## src/rtl/updown_counter_core.sv

```systemverilog
// Up/down counter engine with tick prescaler, run/stop FSM, parallel load and boundary pulse.
// Optional ping-pong boundary behaviour is enabled by defining UDC_BOUNCE_EN.
module updown_counter_core #(
  parameter int unsigned MAX_COUNT = 9999,
  parameter int unsigned TICK_DIV  = 10_000_000,
  localparam int unsigned CNT_W    = $clog2(MAX_COUNT + 1)
) (
  input  logic             clk,
  input  logic             rst,
  input  logic             btn_mode,
  input  logic             btn_run_stop,
  input  logic             btn_clear,
  input  logic             load,
  input  logic [CNT_W-1:0] load_val,
  output logic [CNT_W-1:0] count,
  output logic             running,
  output logic             dir_down,
  output logic             wrap,
  output logic [3:0]       led
);

  localparam int unsigned PW         = (TICK_DIV > 1) ? $clog2(TICK_DIV) : 1;
  localparam logic [CNT_W-1:0] MAX_C = CNT_W'(MAX_COUNT);
  localparam logic [CNT_W-1:0] ONE_C = CNT_W'(1);
  localparam logic [PW-1:0] PRESC_LAST = PW'(TICK_DIV - 1);
  localparam logic [PW-1:0] PRESC_ONE  = PW'(1);

  typedef enum logic {STOP = 1'b0, RUN = 1'b1} state_t;

  state_t           state, state_nxt;
  logic [PW-1:0]    presc, presc_nxt;
  logic [CNT_W-1:0] count_nxt;
  logic             dir_nxt, wrap_nxt, tick, at_bound, bounce;

  always_comb begin
    tick      = (state == RUN) && (presc == PRESC_LAST);
    at_bound  = dir_down ? (count == '0) : (count == MAX_C);
    state_nxt = state;
    if (btn_run_stop) begin
      case (state)
        STOP:    state_nxt = RUN;
        default: state_nxt = STOP;
      endcase
    end

    presc_nxt = presc;
    if (btn_clear || load || tick) presc_nxt = '0;
    else if (state == RUN)         presc_nxt = presc + PRESC_ONE;

    count_nxt = count;
    wrap_nxt  = 1'b0;
    bounce    = 1'b0;
    if (btn_clear) begin
      count_nxt = '0;
    end else if (load) begin
      count_nxt = (load_val > MAX_C) ? MAX_C : load_val;
    end else if (tick) begin
      if (at_bound) begin
        wrap_nxt = 1'b1;
`ifdef UDC_BOUNCE_EN
        count_nxt = dir_down ? ONE_C : (MAX_C - ONE_C);
        bounce    = 1'b1;
`else
        count_nxt = dir_down ? MAX_C : '0;
`endif
      end else begin
        count_nxt = dir_down ? (count - ONE_C) : (count + ONE_C);
      end
    end

    // Boundary reversal and the mode button each flip direction; both compose as XOR.
    dir_nxt = dir_down ^ btn_mode ^ bounce;
  end

  always_ff @(posedge clk or negedge rst) begin
    if (!rst) begin
      state    <= STOP;
      presc    <= '0;
      count    <= '0;
      dir_down <= 1'b0;
      wrap     <= 1'b0;
      running  <= 1'b0;
      led      <= 4'b0001;
    end else begin
      state    <= state_nxt;
      presc    <= presc_nxt;
      count    <= count_nxt;
      dir_down <= dir_nxt;
      wrap     <= wrap_nxt;
      running  <= (state_nxt == RUN);
      led      <= {(state_nxt == RUN) &  dir_nxt, (state_nxt == RUN) & ~dir_nxt,
                   (state_nxt == STOP) &  dir_nxt, (state_nxt == STOP) & ~dir_nxt};
    end
  end

endmodule
```

## config.mk

```make
export PLATFORM = sky130hd
export DESIGN_NAME = updown_counter_core
export DESIGN_NICKNAME = d
export VERILOG_FILES = /design/src/rtl/updown_counter_core.sv
export SDC_FILE = /design/constraint.sdc
export NUM_CORES = 1
export LEC_CHECK = 0
export CAP_MARGIN = 20
export CORE_AREA = 2 2 79 81
export DETAILED_ROUTE_END_ITERATION = 8
export DIE_AREA = 0 0 81 83
export GPL_ROUTABILITY_DRIVEN = 0
export PLACE_DENSITY = 0.77
export SLEW_MARGIN = 15
export SYNTH_ARGS = -nofsm -noshare
export SYNTH_HDL_FRONTEND = slang
export SYNTH_SLANG_ARGS = --single-unit
```

## constraint.sdc

```tcl
create_clock -name clk -period 5.8 [get_ports clk]
set_input_delay 1.74 -clock clk [delete_from_list [all_inputs] [get_ports clk]]
set_output_delay 1.74 -clock clk [all_outputs]
set_load 0.01 [all_outputs]
```

==> results of run 1 <==
## worst max-delay path by stage
stage               depth (start not counted)  slack [ps]                from               endpoint
floorplan                                   6        2930        load_val[12]  count[10]$_DFFE_PN0N_
global placement                            4        2070                load  presc[22]$_DFFE_PN0P_
detailed placement                          4        2010                load  presc[22]$_DFFE_PN0P_
global route                                4        2070                load  presc[22]$_DFFE_PN0P_
CTS                                         1        2290  dir_down$_DFF_PN0_               dir_down
finish                                      1        2300  dir_down$_DFF_PN0_               dir_down
## routing by layer
layer / vias up / track usage (%) / share of wire (%) / routed length, um
li1: 1203 / - / - / -
met1: 1133 / 28.3 / 45 / 2880
met2: 64 / 33.7 / 49 / 3160
met3: 10 / 2.83 / 5.0 / 325
met4: 0 / 6.63 / 1.5 / 95
met5: - / 0 / 0 / 0
## registers in the layout, summed over array words and instances, names as in the netlist
name,count
count,14
state,1
wrap,1
dir_down,1
presc,24
led,4
## through the flow
stage	cells	cell area [um2]
after global placement	416	3270
after global routing	425	3430
final	425	3430
after floorplan	309	2820
after CTS	424	3410
after detailed placement	416	3270
## area by class of cell
type                       instances  share of cell area, %
clock buffer                       5                   2.01
tap                               75                   2.73
timing repair buffer              41                   12.1
sequential                        45                   32.8
multi-input combinational        248                   47.4
inverter                           8                  0.875
clock inverter                     3                   2.01
## placed cells by master (no fill, tap or decap), types with 7 or more instances in the layout
cell type	instances
and3_1	7
ha_1	13
xor2_1	16
nand2_1	22
clkdlybuf4s50_1	39
nand4_1	9
o21ai_0	8
dfrtp_1	44
inv_1	7
a21oi_1	17
nor4_1	7
nor2_1	49
xnor2_1	16
## power by group
group	internal [mW]	switching, mW
logic	0.246	0.253
registers	0.349	0.0567
clock network	0.173	0.112
## worst min-delay path, cell delays in order, from the launching register on
cell and delay (ps):
dfrtp_1 370, xnor2_1 120, nor2_1 40
## logic make-up (layout without fill, tap and decap cells)
group,after synthesis,after routing
AOI/OAI and AO/OA,62,62
xor gates and xnor gates,32,32
adders and majority gates,14,14
buffers and inverters,16,57
DFF,45,45
muxes,2,2
and+or+nand+nor,138,138
==> flow_metrics.env, run 1 <==
export IMPL_hold_path_startpoint="presc[23]$_DFFE_PN0P_"
export IMPL_cts_sinks=45
export IMPL_io_buffers=40
export IMPL_drt_pass1_iterations=4
export IMPL_h_tree_depth=2
export IMPL_cap_violations=0
export IMPL_core_area_um2=5820
export IMPL_grt_pass1_wl_mm=11.1
export IMPL_drt_initial_drc_count=131
export IMPL_power_mw=1.19
export IMPL_critPathKind="flop to output port"
export IMPL_worstSetupEndpointType="output port"
export IMPL_status="finished, final reports clean"
export IMPL_antenna_found_initial=0
export IMPL_drcViolationCount=0
export IMPL_fin_tns_setup_ps=0
export IMPL_post_route_min_period_ps=3500
export IMPL_reg2reg_to="count[13]$_DFFE_PN0N_"
export IMPL_ys_flop_type="dfrtp_1"
export IMPL_synthTopCellsByArea="dfrtp_1, nor2_1, ha_1"
export IMPL_critPathSlowestCell="dfrtp_1"
export IMPL_finClkSkew_ps=6.74
export IMPL_yosysMostFrequentCell="nor2_1"
export IMPL_synth_compound_area_share_pct=15.2
export IMPL_hp_class="flop to flop"
export IMPL_setup_violations=0
export IMPL_synth_top_area_share_pct=39.0
export IMPL_die_x_um=81
export IMPL_syn2layout_area_growth_pct=21.7
export IMPL_fillers=531
export IMPL_cts_tree="done"
export IMPL_slowest_delay_ps=790
export IMPL_cts_resized_gates=0
export IMPL_reg2reg_depth=7
export IMPL_yosysSeqAreaShare_pct=40.0
export IMPL_grt_setup_unrepaired="false"
export IMPL_maxSlewViolCount=0
export IMPL_synth_edf_count=0
export IMPL_start_util_pct=48.5
export IMPL_leakage_nw=1.40
export IMPL_wl_per_cell_um=15.2
export IMPL_worstPathRequired_ps=4060
export IMPL_max_slew_margin_rel_pct=42.1
export IMPL_drive_gt1_share_pct=5.43
export IMPL_r2r_start="dir_down$_DFF_PN0_"
export IMPL_hold_depth=2
export IMPL_clk_latency_ps=300
export IMPL_synth_cell_types=53
export IMPL_root_buffer="clkbuf_8"
export IMPL_fin_hold_ws_ps=552
export IMPL_netlist_area_um2=2820
export IMPL_period_share_pct=60.3
export IMPL_wirelength_mm=6.45
export IMPL_cp_arrival_ps=1760
export IMPL_vias=2410
export IMPL_ys_seq_elements=45
export IMPL_viasPerCell=5.67
export IMPL_globalRouteTotalUtil_pct=20.7
export IMPL_yosys_warnings=0
export IMPL_hold_buffers=0
export IMPL_ioPinCount=41
export IMPL_synth_largest_area_cell="dfrtp_1"
export IMPL_final_hold_violation_count=0
export IMPL_seq_area_um2=1130
export IMPL_syn_num_nets=343
export IMPL_setup_ws_ps=2300
export IMPL_dp_hpwl_mm=4.72
export IMPL_cpLargestDelayFamily="flip-flops"
export IMPL_peakVddDrop_mv=0.278
export IMPL_nets=383
export IMPL_max_freq_mhz=286
export IMPL_diodes=0
export IMPL_grt_start_max_net_pins=46
export IMPL_synth_avg_cell_area_um2=9.13
export IMPL_cp_max_fo=18
export IMPL_ys_top_cells_by_count="nor2_1, dfrtp_1, nand2_1, a21oi_1"
export IMPL_fin_util_pct=59.0
export IMPL_path_cells="clkdlybuf4s50_1"
export IMPL_grt_overflow_total=0
export IMPL_synth_xor_area_share_pct=9.94
export IMPL_post_cts_setup_buffers=0
export IMPL_worst_pin_slew_ps=869
export IMPL_rows=28
export IMPL_die_y_um=83
export IMPL_synthAdderAreaFrac_pct=6.48
export IMPL_muxShareOfSynthArea_pct=0.710
export IMPL_grt_pass1_vias=2367
export IMPL_start_kind="flop"
export IMPL_ctsLongestPathBuffers=2
export IMPL_synthCells=309
export IMPL_synth_top_family_by_area="simple AND/OR/NAND/NOR gates"
export IMPL_multiInputGateArea_um2=1630
export IMPL_pre_cts_slack_ps=2010
export IMPL_synth_simple_area_share_pct=25.4
export IMPL_cp_num_buf_inv=1
export IMPL_antenna_left=0
export IMPL_async_flop_share_pct=100
export IMPL_die_area_um2=6720
export IMPL_cts_inserted_buffers=5
export IMPL_reg2reg_setup_slack_ps=2940
export IMPL_clk_pin_slew_ps=90
export IMPL_whs_endpoint="presc[23]$_DFFE_PN0P_"
export IMPL_power_density_nw_per_um2=347
Note: power is estimated with default switching activity, not from simulation.
==> run 2: changes to the inputs <==
--- a/config.mk
+++ b/config.mk
@@ -10,7 +10,7 @@
 export DETAILED_ROUTE_END_ITERATION = 8
 export DIE_AREA = 0 0 81 83
 export GPL_ROUTABILITY_DRIVEN = 0
-export PLACE_DENSITY = 0.77
+export PLACE_DENSITY = 0.8
 export SLEW_MARGIN = 15
 export SYNTH_ARGS = -nofsm -noshare
 export SYNTH_HDL_FRONTEND = slang
==> constraint.sdc (replaced) <==
create_clock -name clk -period 2.9 [get_ports clk]
set_input_delay 0.87 -clock clk [delete_from_list [all_inputs] [get_ports clk]]
set_output_delay 0.87 -clock clk [all_outputs]
set_load 0.01 [all_outputs]
==> run 2 against run 1 <==
Critical endpoint is now count[13]$_DFFE_PN0N_. Sequential share of layout area is 0.39 points lower. Final area up 1.2%. Critical path type is now flop to flop. Register-to-register slack got worse by 2600 ps.
==> flow_metrics.env, run 2 (synthesis gave the netlist of run 1 again) <==
export IMPL_period_share_pct=87.7
export IMPL_globalRouteTotalUtil_pct=22.2
export IMPL_regMostFlops="presc"
export IMPL_drt_pass1_iterations=4
export IMPL_die_y_um=83
export IMPL_grt_pass1_vias=2639
export IMPL_cts_resized_gates=0
export IMPL_post_cts_setup_buffers=0
export IMPL_worstSetupEndpointType="flop"
export IMPL_antenna_found_initial=0
export IMPL_vias=2506
export IMPL_drive_gt1_share_pct=8.06
export IMPL_place_inst=427
export IMPL_leakage_nw=1.44
export IMPL_worstPathRequired_ps=3080
export IMPL_die_x_um=81
export IMPL_reg2reg_setup_slack_ps=360
export IMPL_setup_violations=0
export IMPL_clk_pin_slew_ps=100
export IMPL_viasPerCell=5.76
export IMPL_fillers=514
export IMPL_largest_register_ffs=24
export IMPL_cts_inserted_buffers=5
export IMPL_diodes=0
export IMPL_start_util_pct=48.5
export IMPL_critPathKind="flop to flop"
export IMPL_r2r_start="dir_down$_DFF_PN0_"
export IMPL_hp_class="input port to async pin"
export IMPL_ctsLongestPathBuffers=2
export IMPL_multiInputGateArea_um2=1630
export IMPL_drt_initial_drc_count=205
export IMPL_mostFrequentLayoutCells="nor2_1, dfrtp_1, clkdlybuf4s50_1"
export IMPL_final_hold_violation_count=0
export IMPL_grt_overflow_total=0
export IMPL_dp_hpwl_mm=5.10
export IMPL_syn2layout_area_growth_pct=23.2
export IMPL_clk_latency_ps=310
export IMPL_rows=28
export IMPL_max_freq_mhz=393
export IMPL_cts_tree="done"
export IMPL_maxSlewViolCount=0
export IMPL_wirelength_mm=6.92
export IMPL_start_kind="flop"
export IMPL_max_slew_margin_rel_pct=55.5
export IMPL_cp_arrival_ps=2720
export IMPL_nets=393
export IMPL_antenna_left=0
export IMPL_root_buffer="clkbuf_8"
export IMPL_cp_max_fo=9
export IMPL_grt_setup_unrepaired="false"
export IMPL_seq_area_um2=1130
export IMPL_hold_buffers=0
export IMPL_peakVddDrop_mv=0.472
export IMPL_core_area_um2=5820
export IMPL_cap_violations=0
export IMPL_fin_tns_setup_ps=0
export IMPL_grt_start_max_net_pins=29
export IMPL_fin_cells=435
export IMPL_wl_per_cell_um=15.9
export IMPL_die_area_um2=6720
export IMPL_reg2reg_to="count[13]$_DFFE_PN0N_"
export IMPL_ioPinCount=41
export IMPL_reg_top3="presc x24, count x14, led x4"
export IMPL_drcViolationCount=0
export IMPL_post_route_min_period_ps=2540
export IMPL_worst_pin_slew_ps=661
export IMPL_reg2reg_depth=7
export IMPL_h_tree_depth=2
export IMPL_io_buffers=40
export IMPL_grt_pass1_wl_mm=11.9
export IMPL_finClkSkew_ps=9.01
export IMPL_final_common_cell="nor2_1"
export IMPL_power_density_nw_per_um2=671
export IMPL_status="finished, final reports clean"
export IMPL_cts_sinks=45
run 2: cell types whose count changed in the layout (fill, tap and decap cells not counted):
| cell | delta |
|---|---|
| inv_6 | +1 |
| buf_12 | -1 |
| bufinv_16 | -1 |
| buf_4 | +11 |
run 2: metrics by stage:
step / worst slack [ps] / hold slack, ps / total power, mW / cell area [um2] / util (%)
after floorplan: 553 / 503 / 1.49 / 2820 / -
after detailed placement: 280 / 548 / 1.83 / 3360 / 57.7
after global placement: 309 / 529 / 1.80 / 3360 / 57.7
after global routing: 187 / 500 / 2.50 / 3470 / 59.7
final: 358 / 467 / 2.33 / 3470 / 59.7
after CTS: 391 / 478 / 2.33 / 3470 / 59.7
run 2: layout make-up:
class,count,area share [%]
inverters,8,0.865
clock inverters,3,1.37
well taps,75,2.70
flip-flops and latches,45,32.5
repair buffers,51,13.8
multi-input cells,248,46.9
clock buffers,5,1.98
run 2: worst max-delay path: stages, from the launching register on:
cell      delay [ps]
dfrtp_1          560
ha_1             330
o21ai_0          220
nor2b_1          230
o21ai_0          220
a311oi_1         420
mux2i_1          120
o41ai_1          300
run 2: worst max path at each step:
stage | from | end | slack, ps | depth (start not counted)
finish | dir_down$_DFF_PN0_ | count[13]$_DFFE_PN0N_ | 360 | 7
detailed placement | load_val[13] | count[10]$_DFFE_PN0N_ | 280 | 7
floorplan | dir_down$_DFF_PN0_ | count[10]$_DFFE_PN0N_ | 550 | 7
CTS | dir_down$_DFF_PN0_ | count[13]$_DFFE_PN0N_ | 390 | 7
global route | dir_down$_DFF_PN0_ | count[13]$_DFFE_PN0N_ | 190 | 7
global placement | load_val[13] | count[10]$_DFFE_PN0N_ | 310 | 7
run 2: report_power, final:
part	leakage [nW]	total (mW)	internal, mW	switching (mW)
Clock	0.0591	0.504	0.263	0.241
Sequential	0.605	0.790	0.698	0.0922
Combinational	0.773	1.04	0.511	0.527
Total	1.44	2.33	1.47	0.860
run 2: routing by layer:
metal	vias to the layer above	part of all wire, %	track usage [%]	routed length, um
met5	-	0	0	0
met4	0	1.0	8.32	71
met3	7	4.6	4.35	318
met2	64	52	38.2	3610
met1	1220	42	27.0	2920
li1	1215	-	-	-
